[src/rtl/fetch_unit.sv]
// rtl/fetch_unit.sv - decoupled instruction-fetch front end with PC/instruction queue
//
// Purpose:
//   Issues instruction-memory requests over a req/ack handshake that tolerates
//   any latency (including a same-cycle ack) and keeps at most one request
//   outstanding. Returned instructions are queued together with their PCs and
//   handed to decode through a valid/ready interface. A redirect flushes the
//   queue and restarts fetch. A request that is in flight at the time of the
//   redirect is completed and its data dropped (DRAIN state). Halt stops new
//   requests without disturbing the one in flight.
//
// Optional feature:
//   FETCH_PERF_EN - adds 32-bit wrapping counters perf_fetched (pops) and
//                   perf_stall (cycles with decode ready but queue empty).
//
// Ports:
//   clk            in   clock
//   rst            in   asynchronous active-low reset
//   imem_req       out  fetch request, held until imem_ack
//   imem_addr      out  fetch address, stable while imem_req is high
//   imem_ack       in   memory response valid (may coincide with imem_req)
//   imem_rdata     in   instruction data, valid with imem_ack
//   instr_valid    out  queue head valid
//   instr          out  head instruction (0 when instr_valid is low)
//   instr_pc       out  PC of head instruction (0 when instr_valid is low)
//   instr_ready    in   decode accepts the head this cycle
//   redirect_valid in   flush and restart fetch at redirect_pc
//   redirect_pc    in   new fetch PC (bit 0 ignored)
//   halt           in   stop issuing new requests
//   perf_fetched   out  [FETCH_PERF_EN] instructions popped by decode
//   perf_stall     out  [FETCH_PERF_EN] cycles decode waited on an empty queue

module fetch_unit #(
    parameter int unsigned ADDR_W   = 16,
    parameter int unsigned DATA_W   = 16,
    parameter int unsigned QDEPTH   = 4,
    parameter int unsigned RESET_PC = 0
) (
    input  logic              clk,
    input  logic              rst,
    output logic              imem_req,
    output logic [ADDR_W-1:0] imem_addr,
    input  logic              imem_ack,
    input  logic [DATA_W-1:0] imem_rdata,
    output logic              instr_valid,
    output logic [DATA_W-1:0] instr,
    output logic [ADDR_W-1:0] instr_pc,
    input  logic              instr_ready,
    input  logic              redirect_valid,
    input  logic [ADDR_W-1:0] redirect_pc,
    input  logic              halt
`ifdef FETCH_PERF_EN
    ,
    output logic [31:0]       perf_fetched,
    output logic [31:0]       perf_stall
`endif
);

    localparam int unsigned PTR_W = (QDEPTH > 1) ? $clog2(QDEPTH) : 1;
    localparam int unsigned CNT_W = PTR_W + 1;
    localparam logic [ADDR_W-1:0] PC_INC   = ADDR_W'(DATA_W / 8);
    localparam logic [ADDR_W-1:0] PC_RESET = ADDR_W'(RESET_PC);
    localparam logic [CNT_W-1:0]  Q_FULL   = CNT_W'(QDEPTH);

    typedef enum logic [1:0] {
        S_IDLE  = 2'd0,
        S_WAIT  = 2'd1,
        S_DRAIN = 2'd2
    } state_t;

    state_t            state_q, state_d;
    logic [ADDR_W-1:0] fetch_pc_q, fetch_pc_d;
    logic [ADDR_W-1:0] drain_addr_q, drain_addr_d;
    logic [PTR_W-1:0]  rd_ptr_q, rd_ptr_d;
    logic [PTR_W-1:0]  wr_ptr_q, wr_ptr_d;
    logic [CNT_W-1:0]  count_q, count_d;

    // Queue storage has no reset: count_q alone decides what is valid.
    logic [DATA_W-1:0] data_mem_q [QDEPTH];
    logic [ADDR_W-1:0] pc_mem_q   [QDEPTH];

    logic req_raw;
    logic ack_wanted;
    logic push;
    logic pop;

    // Bit 0 of the redirect target is discarded (halfword-aligned PCs).
    logic unused_redirect_lsb;
    assign unused_redirect_lsb = redirect_pc[0];

    // ------------------------------------------------------------------
    // Request, queue and next-state logic
    // ------------------------------------------------------------------
    always_comb begin
        // Once a request is out it is held until ack, regardless of halt
        // or queue occupancy. New requests need space so a push can never
        // overflow, even when no pop happens that cycle.
        req_raw   = (state_q != S_IDLE) || (!halt && (count_q < Q_FULL));
        // Gated by reset so the request drops the instant reset asserts.
        imem_req  = rst && req_raw;
        imem_addr = (state_q == S_DRAIN) ? drain_addr_q : fetch_pc_q;

        instr_valid = (count_q != '0);
        instr       = instr_valid ? data_mem_q[rd_ptr_q] : '0;
        instr_pc    = instr_valid ? pc_mem_q[rd_ptr_q]   : '0;

        // Data is wanted only for a live request that is not being drained.
        ack_wanted = imem_ack && imem_req && (state_q != S_DRAIN);
        push       = ack_wanted && !redirect_valid;
        pop        = instr_valid && instr_ready && !redirect_valid;

        state_d = state_q;
        unique case (state_q)
            S_IDLE: begin
                // A request issued under a redirect with no same-cycle ack
                // is already on the bus, so its data has to be drained.
                if (imem_req && !imem_ack) begin
                    state_d = redirect_valid ? S_DRAIN : S_WAIT;
                end
            end
            S_WAIT: begin
                if (imem_ack) begin
                    state_d = S_IDLE;
                end else if (redirect_valid) begin
                    state_d = S_DRAIN;
                end
            end
            S_DRAIN: begin
                if (imem_ack) begin
                    state_d = S_IDLE;
                end
            end
            default: state_d = S_IDLE;
        endcase

        // Remember the abandoned address so imem_addr stays stable while
        // fetch_pc_q already points at the redirect target.
        drain_addr_d = drain_addr_q;
        if ((state_q != S_DRAIN) && (state_d == S_DRAIN)) begin
            drain_addr_d = fetch_pc_q;
        end

        fetch_pc_d = fetch_pc_q;
        if (redirect_valid) begin
            fetch_pc_d = {redirect_pc[ADDR_W-1:1], 1'b0};
        end else if (push) begin
            fetch_pc_d = fetch_pc_q + PC_INC;
        end

        rd_ptr_d = rd_ptr_q;
        wr_ptr_d = wr_ptr_q;
        count_d  = count_q;
        if (redirect_valid) begin
            rd_ptr_d = '0;
            wr_ptr_d = '0;
            count_d  = '0;
        end else begin
            if (push) begin
                wr_ptr_d = wr_ptr_q + PTR_W'(1);
            end
            if (pop) begin
                rd_ptr_d = rd_ptr_q + PTR_W'(1);
            end
            if (push && !pop) begin
                count_d = count_q + CNT_W'(1);
            end else if (pop && !push) begin
                count_d = count_q - CNT_W'(1);
            end
        end
    end

    // ------------------------------------------------------------------
    // State registers
    // ------------------------------------------------------------------
    always_ff @(posedge clk or negedge rst) begin
        if (!rst) begin
            state_q      <= S_IDLE;
            fetch_pc_q   <= PC_RESET;
            drain_addr_q <= PC_RESET;
            rd_ptr_q     <= '0;
            wr_ptr_q     <= '0;
            count_q      <= '0;
        end else begin
            state_q      <= state_d;
            fetch_pc_q   <= fetch_pc_d;
            drain_addr_q <= drain_addr_d;
            rd_ptr_q     <= rd_ptr_d;
            wr_ptr_q     <= wr_ptr_d;
            count_q      <= count_d;
        end
    end

    always_ff @(posedge clk) begin
        if (push) begin
            data_mem_q[wr_ptr_q] <= imem_rdata;
            pc_mem_q[wr_ptr_q]   <= fetch_pc_q;
        end
    end

`ifdef FETCH_PERF_EN
    // ------------------------------------------------------------------
    // Performance counters (free-running, wrap on overflow)
    // ------------------------------------------------------------------
    logic [31:0] perf_fetched_q;
    logic [31:0] perf_stall_q;

    always_ff @(posedge clk or negedge rst) begin
        if (!rst) begin
            perf_fetched_q <= '0;
            perf_stall_q   <= '0;
        end else begin
            if (pop) begin
                perf_fetched_q <= perf_fetched_q + 32'd1;
            end
            if (instr_ready && !instr_valid) begin
                perf_stall_q <= perf_stall_q + 32'd1;
            end
        end
    end

    assign perf_fetched = perf_fetched_q;
    assign perf_stall   = perf_stall_q;
`endif

endmodule

[config.mk]
export PLATFORM = sky130hd
export DESIGN_NAME = fetch_unit
export DESIGN_NICKNAME = d
export VERILOG_FILES = /design/src/rtl/fetch_unit.sv
export SDC_FILE = /design/constraint.sdc
export NUM_CORES = 1
export LEC_CHECK = 0
export CAP_MARGIN = 10
export CORE_MARGIN = 2
export CORE_UTILIZATION = 40
export CTS_BUF_LIST = sky130_fd_sc_hd__clkbuf_16
export DETAILED_ROUTE_END_ITERATION = 12
export DONT_BUFFER_PORTS = 1
export GPL_TIMING_DRIVEN = 0
export PLACE_DENSITY = 0.58
export SLEW_MARGIN = 20
export SYNTH_ARGS = -nofsm -noshare
export SYNTH_HDL_FRONTEND = slang
export SYNTH_SLANG_ARGS = --single-unit
[constraint.sdc]
create_clock -name clk -period 2.8 [get_ports clk]
set_clock_uncertainty 0.2 [all_clocks]
set_input_delay 0.28 -clock clk [delete_from_list [all_inputs] [get_ports clk]]
set_output_delay 0.28 -clock clk [all_outputs]
set_load 0.01 [all_outputs]
==> metrics.md <==
| Metric | Value |
|---|---|
| Status | complete, no violations |
| Final Hold Fails | 0 |
| Syn Area/Cell | 16.9 µm² |
| DRT iter0 DRCs | 196 |
| Period utilization | 0.967 |
| Rows | 48 |
| Largest net degree at the start of global routing | 41 |
| FF+latch count, synth | 163 |
| Routed vias/inst | 5.38 |
| Core Footprint | 0.0172 mm² |
| Max-slew violations | 0 |
| Reg clk slew, reported paths | 60 ps |
| Max-cap violations | 0 |
| Port Buffers | 0 |
| RSZ-0062 raised after global routing | true |
| Routed vias | 3,844 |
| Ant. Diodes | 0 |
| Pwr dens | 836 mW/mm² |
| Starting Density | 0.407 |
| Worst R2R Start | state_q[0]$_DFF_PN0_ |
| VDD IR max | 0.468 mV |
| CTS Sinks | 163 |
| Detail Route Antenna Nets | 0 |
| Gpl congestion | roughly 0.8 |
| Final setup margin | around 92 ps |
| Period minus WS final | 2710 ps |
| Crit. End Element | flip-flop |
| Vias in the first global route | 3,972 |
| Global-route wire length before repair | 21,900 µm |
| Power consumption | between 0.007 and 0.008 W |
| Top-area cell type share of the netlist area | 0.533 |
| Relative slew slack | 0.550 |
| CP required | 2900 ps |
| Number of synthesized flops with an enable pin | 124 |
| Fillers | 1,554 |
| Hold Path End | fetch_pc_q[6]$_DFFE_PN0N_ |
| Num ports | 88 |
| Arrival time worst endpoint | roughly 2800 ps |
| Sequential area share after synthesis | 0.672 |
| Setup TNS | 0 ps |
| TritonRoute pass-1 iters | 4 |
| Final setup violation count | 0 |
| Leading post-synthesis cells by cell area | edfxtp_1 53%, dfrtp_1 14%, mux4_2 10%, mux2_2 3.7%, nor2b_1 2.9% |
| CTS Buf Count | 17 |
| Post-synthesis async set-or-reset flop share | 0.239 |
| Mapped cell area | 0.00699 mm² |
| Crit path launch type | flip-flop |
| Max clock buf depth | 2 |
| Pin slew with the least headroom to its limit | 675 ps |
| Initial antenna violation count | 0 |
| Worst skew pair latency | 420 ps |
| DRC viols | 0 |
| HPWL after DPL | approximately 9000 µm |
| Share of layout cells above drive strength 1 | 0.252 |
| CTS tree | yes |
| LEAKAGE | 2.89 nW |
| Final wirelength | ~14,000 µm |
| CTS H-tree lvls | 4 |
| Worst r2r dst | count_q[2]$_DFFE_PN0P_ |
| Die area | 0.0185 mm² |
| Commonest cells after routing, fill and taps aside | 124 x edfxtp_1, 39 x dfrtp_1, 36 x dlygate4sd3_1 |
| Die Height | 136 µm |
| Worst r2r path cells | 9 |
| Maximum clock rate | 0.369 GHz |
| Placed Cells | 644 |
| Hold Slack | 2.70 ps |
| Root Buffer | clkbuf_16 |
| Fin cells | between 700 and 800 |
| Routed wire length per instance | 19.4 µm |
| Hold path start | rst |
| FF-to-FF setup slack | 90 ps |
| Crit path max fanout | 10 |
| Setup CP Type | flip-flop to flip-flop |
| Cells after synthesis | 414 |
| Synth unique cells | 46 |
| Setup Slack @ Placement | -167 ps |
| Worst hold path depth | 3 |
| Count of yosys warnings during synthesis | 0 |
| NumNets Final | 520 |
| Predominant post-synthesis flop cell | edfxtp_1 |
| Area leader, netlist | edfxtp_1 |
| Global route total overflow | 0 |
| GRT Util Overall | 0.160 |
| Path category of the worst min-delay check | input pin to flip-flop |
| Area Overhead vs Synth | 19.9% |
| Die Span X | between 100 and 150 µm |
| Commonest non-fill, non-tap cell in the layout | edfxtp_1 |
## worst max path at each step
stage	startpoint	endpoint	slack [ps]	depth (start not counted)
global route	state_q[0]$_DFF_PN0_	count_q[2]$_DFFE_PN0P_	-10	9
finish	state_q[0]$_DFF_PN0_	count_q[2]$_DFFE_PN0P_	90	9
global placement	count_q[2]$_DFFE_PN0P_	data_mem_q[0][13]$_DFFE_PP_	-660	6
floorplan	count_q[2]$_DFFE_PN0P_	count_q[2]$_DFFE_PN0P_	130	10
detailed placement	count_q[2]$_DFFE_PN0P_	count_q[2]$_DFFE_PN0P_	-170	10
CTS	rd_ptr_q[0]$_DFFE_PN0P_	instr[2]	-3	4
## power by group
group | switching, W | internal (W)
Clock | 0.000956 | 0.00132
Combinational | 0.000966 | 0.000805
Sequential | 0.000152 | 0.00281
## cell type report
class | count | area, µm² | share of cell area
flip-flops and latches | 163 | 4700 | 0.561
multi-input cells | 220 | 2150 | 0.256
repair buffers | 42 | 483 | 0.0577
clock buffers | 17 | 425 | 0.0508
well taps | 225 | 282 | 0.0336
plain buffers | 25 | 158 | 0.0188
clock inverters | 15 | 155 | 0.0185
inverters | 7 | 26.3 | 0.00314
## synthesized netlist by cell type (5+ instances only)
library cell / instances
mux2_2: 23
and2_1: 6
nand2_1: 13
mux4_2: 31
nor3_1: 7
nor2_1: 14
dfrtp_1: 39
nor2b_1: 32
edfxtp_1: 124
buf_2: 5
o21ai_0: 15
clkbuf_1: 12
or3_1: 7
ha_1: 5
a31oi_1: 8
xor2_1: 6
mux2_4: 9
inv_1: 7
## per-layer routing
layer | share of wire | global-route usage
met1 | 0.42 | 0.198
met2 | 0.51 | 0.269
met5 | 0 | 0
met3 | 0.062 | 0.0503
met4 | 0.014 | 0.0532
## sequential cells by signal (all words and copies together), names as in the netlist
name / cells
fetch_pc_q: 15
rd_ptr_q: 2
count_q: 3
state_q: 2
pc_mem_q: 60
wr_ptr_q: 2
data_mem_q: 64
drain_addr_q: 15
## through the flow
| step | area, µm² | utilization |
|---|---|---|
| final | 8380 | 0.488 |
| after global routing | 8380 | 0.488 |
| after CTS | 8350 | 0.486 |
| after detailed placement | 7370 | 0.429 |
| after global placement | 7270 | 0.424 |
| after floorplan | 6990 | - |
## worst max-delay path: stages, from the launching register on
cell,delay (ps)
dfrtp_1,400
clkbuf_2,200
o211ai_4,270
buf_6,200
nor3_2,70
fa_1,430
inv_1,70
o2111ai_1,130
mux2_2,290
a311o_1,320
## logic make-up (layout without fill, tap and decap cells)
family,after synthesis,after routing,synth area share
XOR/XNOR,10,10,0.0145
multiplexers,66,66,0.161
adder cells (fa/ha/maj),6,6,0.0118
flip-flops,163,163,0.672
AND/OR/NAND/NOR,97,97,0.0791
AO/OA/AOI/OAI,39,39,0.0369
buffers and inverters,32,106,0.0242
other,1,2,0.000537
## timing repair
| action | 4_1_cts | 5_1_grt |
|---|---|---|
| hold endpoints to repair | 122 | 1 |
| setup buffers | 1 | 0 |
| pin swaps | 2 | 0 |
| resized for setup | 6 | 4 |
| hold buffers | 36 | 1 |
| setup endpoints to repair | 31 | 11 |
(Power assumes the default switching activity.)
